`src/rtl/div_pkg.sv`:
```
// Shared types and sizing for the sequential restoring divider.
// Imported by div_step and binary_divider.
package div_pkg;

  localparam int N_DEF = 4;
  localparam int CW_DEF = $clog2(2 * N_DEF);

  typedef enum logic [1:0] {
    IDLE,
    CALC,
    DONE
  } div_state_t;

  function automatic int cnt_w(input int n);
    return (2 * n > 1) ? $clog2(2 * n) : 1;
  endfunction

endpackage

```
`src/rtl/div_step.sv`:
```
// One restoring shift-subtract step of the divider.
// Purely combinational; the top registers R and Q each cycle.
module div_step #(
  parameter int N = 4
) (
  input  logic [N-1:0]   r,
  input  logic [2*N-1:0] q,
  input  logic [N-1:0]   d,
  output logic [N-1:0]   r_nx,
  output logic [2*N-1:0] q_nx
);

  logic [N:0] t;
  logic [N:0] diff;
  logic       ge;

  // N+1 bit compare so the shifted-in bit never overflows R
  assign t    = {r, q[2*N-1]};
  assign diff = t - {1'b0, d};
  assign ge   = t >= {1'b0, d};

  assign r_nx = ge ? diff[N-1:0] : t[N-1:0];
  assign q_nx = {q[2*N-2:0], ge};

endmodule

```
`src/rtl/binary_divider.sv`:
```
// Sequential restoring divider: 2N-bit dividend / N-bit divisor,
// one quotient bit per clock with IDLE/CALC/DONE control.
module binary_divider
  import div_pkg::*;
#(
  parameter int N = N_DEF
) (
  input  logic           clk,
  input  logic           rst,
  input  logic           ld,
  input  logic [2*N-1:0] dividend,
  input  logic [N-1:0]   divisor,
  output logic           busy,
  output logic           done,
  output logic [2*N-1:0] quot,
  output logic [N-1:0]   rem,
  output logic           dbz
);

  localparam int CW = cnt_w(N);
  localparam logic [CW-1:0] LAST = CW'(2 * N - 1);

  div_state_t     state;
  div_state_t     nstate;
  logic [CW-1:0]  cnt;
  logic [N-1:0]   r_q;
  logic [2*N-1:0] q_q;
  logic [N-1:0]   d_q;
  logic           dbz_q;
  logic [N-1:0]   r_nx;
  logic [2*N-1:0] q_nx;
  logic           acc;
  logic           dz;

  div_step #(
    .N(N)
  ) u_step (
    .r   (r_q),
    .q   (q_q),
    .d   (d_q),
    .r_nx(r_nx),
    .q_nx(q_nx)
  );

  assign acc = ld && (state != CALC);
  assign dz  = (divisor == '0);

  always_ff @(posedge clk or negedge rst) begin
    if (!rst) begin
      state <= IDLE;
    end else begin
      state <= nstate;
    end
  end

  always_comb begin
    nstate = state;
    unique case (state)
      IDLE: begin
        if (ld) nstate = dz ? DONE : CALC;
      end
      CALC: begin
        if (cnt == LAST) nstate = DONE;
      end
      DONE: begin
        if (ld) nstate = dz ? DONE : CALC;
        else    nstate = IDLE;
      end
      default: nstate = IDLE;
    endcase
  end

  always_ff @(posedge clk or negedge rst) begin
    if (!rst) begin
      cnt   <= '0;
      r_q   <= '0;
      q_q   <= '0;
      d_q   <= '0;
      dbz_q <= 1'b0;
    end else begin
      unique case (1'b1)
        acc && dz: begin
          q_q   <= '1;
          r_q   <= '0;
          cnt   <= '0;
          dbz_q <= 1'b1;
        end
        acc && !dz: begin
          q_q   <= dividend;
          r_q   <= '0;
          d_q   <= divisor;
          cnt   <= '0;
          dbz_q <= 1'b0;
        end
        state == CALC: begin
          q_q <= q_nx;
          r_q <= r_nx;
          cnt <= cnt + 1'b1;
        end
        default: ;
      endcase
    end
  end

  assign busy = (state == CALC);
  assign done = (state == DONE);
  assign quot = q_q;
  assign rem  = r_q;
  assign dbz  = dbz_q;

endmodule

```
`config.mk`:
```
export PLATFORM = sky130hd
export DESIGN_NAME = binary_divider
export DESIGN_NICKNAME = d
export VERILOG_FILES = /design/src/rtl/div_pkg.sv /design/src/rtl/div_step.sv /design/src/rtl/binary_divider.sv
export SDC_FILE = /design/constraint.sdc
export NUM_CORES = 1
export LEC_CHECK = 0
export ABC_CLOCK_PERIOD_IN_PS = 2600
export CORE_MARGIN = 1
export CORE_UTILIZATION = 45
export CTS_CLUSTER_SIZE = 30
export DETAILED_ROUTE_END_ITERATION = 6
export PLACE_DENSITY = 0.73
export SYNTH_ARGS = -nofsm -noshare
export SYNTH_HDL_FRONTEND = slang
export SYNTH_HIERARCHICAL = 1
export SYNTH_SLANG_ARGS = --single-unit
```
`constraint.sdc`:
```
create_clock -name clk -period 2.6 [get_ports clk]
set_input_delay 0.52 -clock clk [delete_from_list [all_inputs] [get_ports clk]]
set_output_delay 0.52 -clock clk [all_outputs]
set_load 0.01 [all_outputs]
```
==> results of run 1 <==
-- registers in the layout, indices dropped and copies added, names as in the netlist --
signal / count
cnt: 3
dbz: 1
state: 2
quot: 8
d_q: 4
rem: 4
-- metal layers --
layer	up-vias	wire, um	part of all wire (%)	global-route usage [%]
li1	497	-	-	-
met1	477	1107	43	24.91
met2	28	1352	52	36.75
met3	6	77	3.0	2.459
met4	0	58	2.2	11.67
met5	-	0	0	0
-- path summary, 6_finish.rpt --
check / to / slack, ns / cells after the start
setup reg to reg: rem[2]$_DFFE_PN0P_ / 0.81 / 7
min in group asynchronous: quot[4]$_DFFE_PN0P_ / 0.53 / 2
hold reg to reg: cnt[0]$_DFFE_PN0P_ / 0.50 / 1
max in group asynchronous: d_q[0]$_DFFE_PN0N_ / 1.85 / 2
hold / removal: cnt[0]$_DFFE_PN0P_ / 0.50 / 1
setup / recovery: busy / 0.27 / 3
-- cells in the mapped netlist --
master / n / share of area, %
sky130_fd_sc_hd__a21oi_1: 1 / 0.39
sky130_fd_sc_hd__a21oi_4: 1 / 1.3
sky130_fd_sc_hd__buf_2: 1 / 0.39
sky130_fd_sc_hd__buf_4: 8 / 4.7
sky130_fd_sc_hd__clkbuf_1: 5 / 1.5
sky130_fd_sc_hd__dfrtp_1: 22 / 43
sky130_fd_sc_hd__fa_1: 1 / 1.6
sky130_fd_sc_hd__ha_1: 6 / 5.9
sky130_fd_sc_hd__inv_1: 7 / 2.1
sky130_fd_sc_hd__inv_2: 1 / 0.30
sky130_fd_sc_hd__mux2_4: 5 / 5.9
sky130_fd_sc_hd__mux2i_1: 3 / 2.4
sky130_fd_sc_hd__nand2_1: 24 / 7.1
sky130_fd_sc_hd__nand2_2: 1 / 0.49
sky130_fd_sc_hd__nand2b_1: 1 / 0.49
sky130_fd_sc_hd__nand2b_4: 1 / 1.1
sky130_fd_sc_hd__nand3_1: 2 / 0.79
sky130_fd_sc_hd__nand4_1: 1 / 0.49
sky130_fd_sc_hd__nor2_1: 3 / 0.89
sky130_fd_sc_hd__nor2_2: 1 / 0.49
sky130_fd_sc_hd__nor2_4: 1 / 0.89
sky130_fd_sc_hd__nor2b_1: 1 / 0.49
sky130_fd_sc_hd__nor3_1: 10 / 3.9
sky130_fd_sc_hd__nor4_2: 1 / 0.99
sky130_fd_sc_hd__o21ai_0: 16 / 6.3
sky130_fd_sc_hd__o21ai_1: 7 / 2.8
sky130_fd_sc_hd__o21ai_2: 1 / 0.69
sky130_fd_sc_hd__o32ai_1: 1 / 0.69
sky130_fd_sc_hd__or3_4: 1 / 0.89
sky130_fd_sc_hd__xnor2_1: 1 / 0.69
-- area by class of cell --
| type | instances | share of cell area, % |
|---|---|---|
| clock buffers | 3 | 1.439 |
| flip-flops and latches | 22 | 35.17 |
| multi-input cells | 91 | 38.61 |
| well taps | 30 | 2.398 |
| repair buffers | 33 | 20.46 |
| inverters | 8 | 1.918 |
-- kinds of logic after synthesis --
kind of cell	count (synthesis)	share of synthesized area (%)
adders and majority gates	7	7.495
xor gates and xnor gates	1	0.6905
buffers and inverters	22	8.974
muxes	8	8.284
DFF	22	43.39
and+or+nand+nor	48	19.03
AOI/OAI and AO/OA	27	12.13
-- where the power goes --
part	internal (uW)	switching, uW
Combinational	611	600
Sequential	511	134
Clock	54.1	98.2
Total	1180	832
-- metrics by stage --
stage / utilization (%) / hold WS (ns) / instance area [sq um] / setup slack (ns)
2_1_floorplan: - / 0.2244 / 1269 / 0.9146
3_3_place_gp: 60.09 / 0.4910 / 1543 / 0.6485
3_5_place_dp: 60.09 / 0.4880 / 1543 / 0.6312
4_1_cts: 60.96 / 0.5036 / 1565 / 0.2757
5_1_grt: 60.96 / 0.5317 / 1565 / 0.1828
6_report: 60.96 / 0.4987 / 1565 / 0.2740
==> impl_summary.log, run 1 <==
[metrics] sequential cell area fraction in the yosys report: 43.39%
[metrics] kind of path behind the tightest hold check: reg -> reg
[metrics] Worst EP arrival: 1.81 ns
[metrics] required time of the worst setup path: 2.08 ns
[metrics] first drt pass iteration count: 4
[metrics] Startpoint Class: flip-flop
[metrics] TritonCTS Buffers: 3
[metrics] worst slew margin relative to its limit: 76.79%
[metrics] average instance area after synthesis: 9.398 sq um
[metrics] outcome: finished, final reports clean
[metrics] max-slew violation count: 0
[metrics] area of the die: 3035 sq um
[metrics] drt wl/cell: 13.88 um
[metrics] number of cells produced by synthesis: 135
[metrics] Worst Setup End Kind: output port
[metrics] #FFs+latches synth: 22
[metrics] initial core utilization: 49.42%
[metrics] top cell family by delay on the critical path: buffers and inverters
[metrics] crit share post-route: 89.46%
[metrics] Post-layout nets: 181
[metrics] area of all sequential standard cells: 550.5 sq um
[metrics] number of sinks driven by the clock tree: 22
[metrics] RSZ-0062 raised after global routing: false
[metrics] via/cell ratio: 5.390
[metrics] via count of the first global-routing pass: 1026
[metrics] Skew-Pair Late Insertion Delay: 0.31 ns
[metrics] Fmax achieved: 429.9 MHz
[metrics] most common cell after layout, fill and taps aside: sky130_fd_sc_hd__clkdlybuf4s50_1
[metrics] number of rows created at floorplan: 18
[metrics] Leak: 0.0007036 uW
[metrics] number of antenna violations at the first check in global routing: 0
[metrics] Setup Fix Bufs, Post-CTS: 0
[metrics] cell at the root of the clock tree: sky130_fd_sc_hd__clkbuf_4
[metrics] setup TNS: 0 ns
[metrics] CP Max Fanout: 23
[metrics] R2R Path Start: rem[1]$_DFFE_PN0P_
[metrics] count of different cell masters after synthesis: 30
[metrics] IO Count: 30
[metrics] PD cells: 1283 nW/um^2
[metrics] minimum clock period: 2.326 ns
[metrics] Ys Warns: 6
[metrics] filler-free cell count of the finished design: 187
[metrics] antenna violation net count after detailed routing: 0
[metrics] power consumption: 2008 uW
[metrics] Initial DRC Count: 8
[metrics] Multi-input gate area: 604.3 sq um
[metrics] area of the core region: 2567 sq um
[metrics] highest-count cells in the layout ignoring fill and taps: sky130_fd_sc_hd__clkdlybuf4s50_1 (29), sky130_fd_sc_hd__nand2_1 (24), sky130_fd_sc_hd__dfrtp_1 (22), sky130_fd_sc_hd__o21ai_0 (16), sky130_fd_sc_hd__nor3_1 (10)
[metrics] pin count of the biggest net entering global routing: 24
[metrics] Worst-Margin Slew: 0.3477 ns
[metrics] TritonCTS clock tree: done
[metrics] count of max-cap constraint violations: 0
[metrics] clock transition at the registers of the reported paths: 0.12 ns
[metrics] Hold-fix buffers, CTS: 0
[metrics] placer congestion estimate: 0.7562
[metrics] Final Skew: 0.005474 ns
[metrics] post-synth net total: 157
[metrics] drt total wl: 2595 um
[metrics] crit-path max cell delay: 0.61 ns
[metrics] antenna diode count: 0
[metrics] All-Layer GR Usage: 21.05%
[metrics] total gr overflow: 0
[metrics] Gates resized, CTS repair: 0
[metrics] Inst Count DP: 184
[metrics] first element of the critical path: state[1]$_DFFE_PN0P_
[metrics] global-route wire length before repair: 4395 um
[metrics] number of endpoints failing setup at the final stage: 0
[metrics] DRC viols: 0
[metrics] peak supply drop: 786.1 uV
[metrics] detailed placement HPWL: 2004 um
[metrics] maximum level of the CTS H-tree: 1
[metrics] die boundary width: 55.10 um
[metrics] final number of hold-violating endpoints: 0
[metrics] fill cell count: 246
[metrics] Max stage delay cell, worst path: sky130_fd_sc_hd__clkdlybuf4s50_1
[metrics] fraction of final layout cells with drive strength greater than 1: 13.38%
[metrics] cell-by-cell listing of the critical path: nand2b_4, inv_2, clkdlybuf4s50_1
[metrics] synthesized area: 1269 sq um
[metrics] via count: 1008
[metrics] area grow syn2layout: 23.37%
[metrics] Port Buffers: 29
[metrics] buffer and inverter count on the worst path: 2
[metrics] die extent in y: 55.10 um
[metrics] maximum buffer depth of the clock tree: 2
[metrics] start-to-end type of the worst setup path: reg -> out
[metrics] startpoint of the lowest-slack hold path: cnt[0]$_DFFE_PN0P_
No activity file was read; power rests on OpenSTA's default activity.
==> run 2: changes to the inputs <==
Settings changed: ABC_CLOCK_PERIOD_IN_PS 2600 to 2700, SKIP_LAST_GASP from default to 1.
Clock period 2.6 ns to 2.7 ns, I/O delays scaled along.
==> impl_summary.log, run 2 (synthesis gave the netlist of run 1 again) <==
[metrics] outcome: finished, final reports clean
[metrics] global-route wire length before repair: 4195 um
[metrics] Initial DRC Count: 13
[metrics] TritonCTS Buffers: 3
[metrics] kind of path behind the tightest hold check: reg -> reg
[metrics] Post-layout nets: 180
[metrics] cell count of the worst hold path: 1
[metrics] initial core utilization: 49.42%
[metrics] Skew-Pair Late Insertion Delay: 0.31 ns
[metrics] path depth of the worst reg2reg path: 7
[metrics] RSZ-0062 raised after global routing: false
[metrics] number of rows created at floorplan: 18
[metrics] routed metal-1 wirelength: 1121 um
[metrics] count of max-cap constraint violations: 0
[metrics] total gr overflow: 0
[metrics] Port Buffers: 29
[metrics] internal power contribution: 1163 uW
[metrics] TritonCTS clock tree: done
[metrics] crit share post-route: 87.60%
[metrics] DRC viols: 0
[metrics] start-to-end type of the worst setup path: reg -> out
[metrics] pin count of the biggest net entering global routing: 24
[metrics] Worst EP arrival: 1.83 ns
[metrics] Setup Fix Bufs, Post-CTS: 0
[metrics] number of antenna violations at the first check in global routing: 0
[metrics] Hold-fix buffers, CTS: 0
[metrics] Switching Share: 40.65%
[metrics] Final Skew: 0.008733 ns
[metrics] most common cell after layout, fill and taps aside: sky130_fd_sc_hd__clkdlybuf4s50_1
[metrics] PD cells: 1247 nW/um^2
[metrics] detailed placement HPWL: 1862 um
[metrics] required time of the worst setup path: 2.16 ns
[metrics] via count: 990
[metrics] worst slew margin relative to its limit: 76.65%
[metrics] R2R Path Start: rem[1]$_DFFE_PN0P_
[metrics] maximum level of the CTS H-tree: 1
[metrics] area of the die: 3035 sq um
[metrics] FF-to-FF setup slack: 0.91 ns
[metrics] Startpoint Class: flip-flop
[metrics] Worst-Margin Slew: 0.3498 ns
[metrics] Leak: 0.0007060 uW
[metrics] clock transition at the registers of the reported paths: 0.12 ns
[metrics] first drt pass iteration count: 4
[metrics] Worst Setup End Kind: output port
[metrics] max-slew violation count: 0
[metrics] clock group share of total power: 9.4%
[metrics] via count of the first global-routing pass: 954
[metrics] die extent in y: 55.10 um
[metrics] drt wl/cell: 13.63 um
[metrics] worst slack at placement: 0.5041 ns
[metrics] final number of hold-violating endpoints: 0
[metrics] power share of the combinational group: 59.3%
[metrics] All-Layer GR Usage: 20.27%
[metrics] area of all placed cells without fillers: 1572 sq um
[metrics] number of endpoints failing setup at the final stage: 0
[metrics] peak supply drop: 776.8 uV
[metrics] post-place instance area: 1535 sq um
[metrics] Fmax achieved: 422.8 MHz
[metrics] Worst Setup Slack, final: 0.3349 ns
[metrics] power consumption: 1960 uW
[metrics] number of sinks driven by the clock tree: 22
[metrics] routed length on met3: 98 um
[metrics] maximum buffer depth of the clock tree: 2
[metrics] cell at the root of the clock tree: sky130_fd_sc_hd__clkbuf_4
[metrics] area of the core region: 2567 sq um
[metrics] antenna violation net count after detailed routing: 0
[metrics] endpoint of the worst hold-timing path: cnt[0]$_DFFE_PN0P_
[metrics] via/cell ratio: 5.294
[metrics] minimum clock period: 2.365 ns
[metrics] Fin Hold WS: 0.5016 ns
[metrics] area grow syn2layout: 23.87%
[metrics] startpoint of the lowest-slack hold path: cnt[0]$_DFFE_PN0P_
[metrics] wire length on met2: 1269 um
[metrics] fraction of final layout cells with drive strength greater than 1: 13.38%
[metrics] drt total wl: 2548 um
[metrics] highest routed metal layer: met4
[metrics] Gates resized, CTS repair: 0
[metrics] highest-count cells in the layout ignoring fill and taps: sky130_fd_sc_hd__clkdlybuf4s50_1 (29), sky130_fd_sc_hd__nand2_1 (24), sky130_fd_sc_hd__dfrtp_1 (22), sky130_fd_sc_hd__o21ai_0 (16), sky130_fd_sc_hd__nor3_1 (10)
[metrics] antenna diode count: 0
[metrics] die boundary width: 55.10 um
[metrics] placer congestion estimate: 0.7636
[metrics] endpoint of the most critical register-to-register path: rem[2]$_DFFE_PN0P_
[metrics] flip-flop count of the largest register after layout: 8
[metrics] switching power summed over all nets: 796.9 uW
[metrics] CP Max Fanout: 23
[metrics] setup TNS: 0 ns
[metrics] sequential share of power: 31.3%
[metrics] IO Count: 30
## run 2: worst max-delay path by stage
stage,startpoint,end,slack [ns],depth (start not counted)
final,state[1]$_DFFE_PN0P_,busy,0.33,3
after detailed placement,ld,d_q[0]$_DFFE_PN0N_,0.50,4
after global placement,ld,d_q[3]$_DFFE_PN0N_,0.54,4
after global routing,state[1]$_DFFE_PN0P_,busy,0.23,3
after CTS,state[1]$_DFFE_PN0P_,busy,0.31,3
after floorplan,rem[1]$_DFFE_PN0P_,rem[2]$_DFFE_PN0P_,1.01,7
## run 2: routing by layer
metal	global-route usage [%]	vias up
met5	0	-
met4	11.25	0
met3	2.459	5
met2	35.14	32
met1	24.14	463
li1	-	490
## run 2: power by group through the flow
stage / clock [uW] / combinational [uW] / sequential, uW
finish: 183 / 1160 / 614
global route: 203 / 1300 / 641
CTS: 191 / 1180 / 615
detailed placement: 0 / 1170 / 622
global placement: 0 / 1130 / 618
floorplan: 0 / 860 / 642
## run 2: per-stage QoR
| step | instances | utilization (%) |
|---|---|---|
| detailed placement | 183 | 59.80 |
| floorplan | 135 | - |
| finish | 187 | 61.21 |
| global route | 187 | 61.21 |
| global placement | 183 | 59.80 |
| CTS | 187 | 61.21 |
## run 2: worst max-delay path, cell delays in order (launching register included)
cell and delay [ns]:
sky130_fd_sc_hd__dfrtp_1 0.39, sky130_fd_sc_hd__nand2b_4 0.20, sky130_fd_sc_hd__inv_2 0.30, sky130_fd_sc_hd__clkdlybuf4s50_1 0.61
## run 2: layout make-up
class	count	area, sq um
flip-flops and latches	22	550.5
fillers	232	996.0
inverters	8	30.03
well taps	30	37.54
repair buffers	32	312.8
clock buffers	4	36.28
multi-input cells	91	604.3
==> run 3: changes to the inputs <==
--- a/config.mk
+++ b/config.mk
@@ -6,10 +6,10 @@
 export NUM_CORES = 1
 export LEC_CHECK = 0
-export ABC_CLOCK_PERIOD_IN_PS = 2700
+export ABC_CLOCK_PERIOD_IN_PS = 2960
 export CORE_MARGIN = 1
 export CORE_UTILIZATION = 45
 export CTS_CLUSTER_SIZE = 30
 export DETAILED_ROUTE_END_ITERATION = 6
-export PLACE_DENSITY = 0.73
+export PLACE_DENSITY = 0.79
 export SKIP_LAST_GASP = 1
 export SYNTH_ARGS = -nofsm -noshare
==> constraint.sdc (replaced) <==
create_clock -name clk -period 2.96 [get_ports clk]
set_input_delay 0.296 -clock clk [delete_from_list [all_inputs] [get_ports clk]]
set_output_delay 0.296 -clock clk [all_outputs]
set_load 0.01 [all_outputs]
==> impl_summary.log, run 3 (synthesis gave the netlist of run 1 again) <==
[metrics] Gates resized, CTS repair: 0
[metrics] RSZ-0062 raised after global routing: false
[metrics] peak supply drop: 749.4 uV
[metrics] maximum level of the CTS H-tree: 1
[metrics] DRC viols: 0
[metrics] max-slew violation count: 0
[metrics] All-Layer GR Usage: 18.58%
[metrics] required time of the worst setup path: 2.66 ns
[metrics] fill cell count: 229
[metrics] TritonCTS Buffers: 3
[metrics] most used routing layer: met2
[metrics] number of antenna violations at the first check in global routing: 0
[metrics] minimum clock period: 2.101 ns
[metrics] Hold-fix buffers, CTS: 0
[metrics] worst slew margin relative to its limit: 36.87%
[metrics] flip-flop count of the largest register after layout: 8
[metrics] setup TNS: 0 ns
[metrics] clock transition at the registers of the reported paths: 0.12 ns
[metrics] most common cell after layout, fill and taps aside: sky130_fd_sc_hd__clkdlybuf4s50_1
[metrics] count of max-cap constraint violations: 0
[metrics] Worst Setup Slack, final: 0.8588 ns
[metrics] filler-free cell count of the finished design: 185
[metrics] final number of hold-violating endpoints: 0
[metrics] area of the die: 3035 sq um
[metrics] met1 usage: 23.92%
[metrics] CP Max Fanout: 23
[metrics] area of all placed cells without fillers: 1556 sq um
[metrics] die boundary width: 55.10 um
[metrics] area of the core region: 2567 sq um
[metrics] post-place instance area: 1520 sq um
[metrics] outcome: finished, final reports clean
[metrics] TritonCTS clock tree: done
[metrics] Worst-Margin Slew: 0.9440 ns
[metrics] via count: 975
[metrics] drt total wl: 2464 um
[metrics] Fmax achieved: 475.9 MHz
[metrics] Inst Count DP: 181
[metrics] antenna violation net count after detailed routing: 0
[metrics] Leak: 0.0006964 uW
[metrics] global-route wire length before repair: 3995 um
[metrics] drt wl/cell: 13.32 um
[metrics] maximum buffer depth of the clock tree: 2
[metrics] crit share post-route: 70.99%
[metrics] FF-to-FF setup slack: 1.18 ns
[metrics] detailed placement HPWL: 1899 um
[metrics] number of endpoints failing setup at the final stage: 0
[metrics] antenna diode count: 0
[metrics] via count of the first global-routing pass: 925
[metrics] highest-count cells in the layout ignoring fill and taps: sky130_fd_sc_hd__clkdlybuf4s50_1 (29), sky130_fd_sc_hd__nand2_1 (24), sky130_fd_sc_hd__dfrtp_1 (22), sky130_fd_sc_hd__o21ai_0 (16), sky130_fd_sc_hd__nor3_1 (10)
[metrics] Worst EP arrival: 1.81 ns
[metrics] pin count of the biggest net entering global routing: 24
[metrics] Initial DRC Count: 15
[metrics] via/cell ratio: 5.270
[metrics] number of rows created at floorplan: 18
[metrics] first drt pass iteration count: 4
[metrics] PD cells: 1149 nW/um^2
[metrics] Startpoint Class: flip-flop
[metrics] die extent in y: 55.10 um
[metrics] Setup Fix Bufs, Post-CTS: 0
[metrics] Worst Setup End Kind: output port
[metrics] start-to-end type of the worst setup path: reg -> out
[metrics] worst slack at placement: 0.7639 ns
[metrics] number of sinks driven by the clock tree: 22
[metrics] Final Skew: 0.008501 ns
[metrics] kind of path behind the tightest hold check: reg -> reg
[metrics] area grow syn2layout: 22.68%
[metrics] fraction of met3 tracks used by global routing: 1.639%
[metrics] fraction of met2 tracks used by global routing: 33.13%
[metrics] Fin Hold WS: 0.4971 ns
[metrics] Skew-Pair Late Insertion Delay: 0.30 ns
[metrics] IO Count: 30
[metrics] cell at the root of the clock tree: sky130_fd_sc_hd__clkbuf_4
[metrics] fraction of final layout cells with drive strength greater than 1: 12.26%
[metrics] Post-layout nets: 178
[metrics] placer congestion estimate: 0.7452
[metrics] initial core utilization: 49.42%
[metrics] total gr overflow: 0
[metrics] Port Buffers: 29
## run 3: cell count changes in the layout (fill, tap and decap cells not counted)
cell / before / now
sky130_fd_sc_hd__buf_4: 3 / 1
## run 3: per-layer routing
| metal | share of wire (%) | wire (um) | vias to the layer above |
|---|---|---|---|
| li1 | - | - | 487 |
| met1 | 46 | 1139 | 469 |
| met2 | 51 | 1249 | 17 |
| met3 | 2.5 | 61 | 2 |
| met4 | 0.53 | 13 | 0 |
| met5 | 0 | 0 | - |
## run 3: stage by stage
step           total power, uW  utilization [%]
2_1_floorplan             1369                -
3_3_place_gp              1590            59.21
3_5_place_dp              1639            59.21
4_1_cts                   1805            60.62
5_1_grt                   1940            60.62
6_report                  1788            60.62
## run 3: path summary, 6_finish.rpt
kind / start / endpoint / depth (start not counted)
worst max-delay path: state[1]$_DFFE_PN0P_ / busy / 3
worst min-delay path: cnt[0]$_DFFE_PN0P_ / cnt[0]$_DFFE_PN0P_ / 1
worst max register to register: rem[1]$_DFFE_PN0P_ / rem[2]$_DFFE_PN0P_ / 7
worst min register to register: cnt[0]$_DFFE_PN0P_ / cnt[0]$_DFFE_PN0P_ / 1
max in group asynchronous: rst / rem[1]$_DFFE_PN0P_ / 1
min in group asynchronous: rst / state[1]$_DFFE_PN0P_ / 1
## run 3: critical path, stage by stage (launching register included)
cell                              delay [ns]
sky130_fd_sc_hd__dfrtp_1                0.40
sky130_fd_sc_hd__nand2b_4               0.20
sky130_fd_sc_hd__inv_2                  0.29
sky130_fd_sc_hd__clkdlybuf4s50_1        0.61
## run 3: cell type report
type	count	area [sq um]	share of cell area (%)
clock buffers	4	36.28	2.331
inverters	8	30.03	1.929
multi-input cells	91	604.3	38.83
flip-flops and latches	22	550.5	35.37
well taps	30	37.54	2.412
repair buffers	30	297.8	19.13
## run 3: where the power goes
| group | leakage [uW] | internal [uW] | switching (uW) |
|---|---|---|---|
| Combinational | 0.000407 | 536 | 525 |
| Clock | 0.0000210 | 74.9 | 85.5 |
| Sequential | 0.000268 | 449 | 117 |
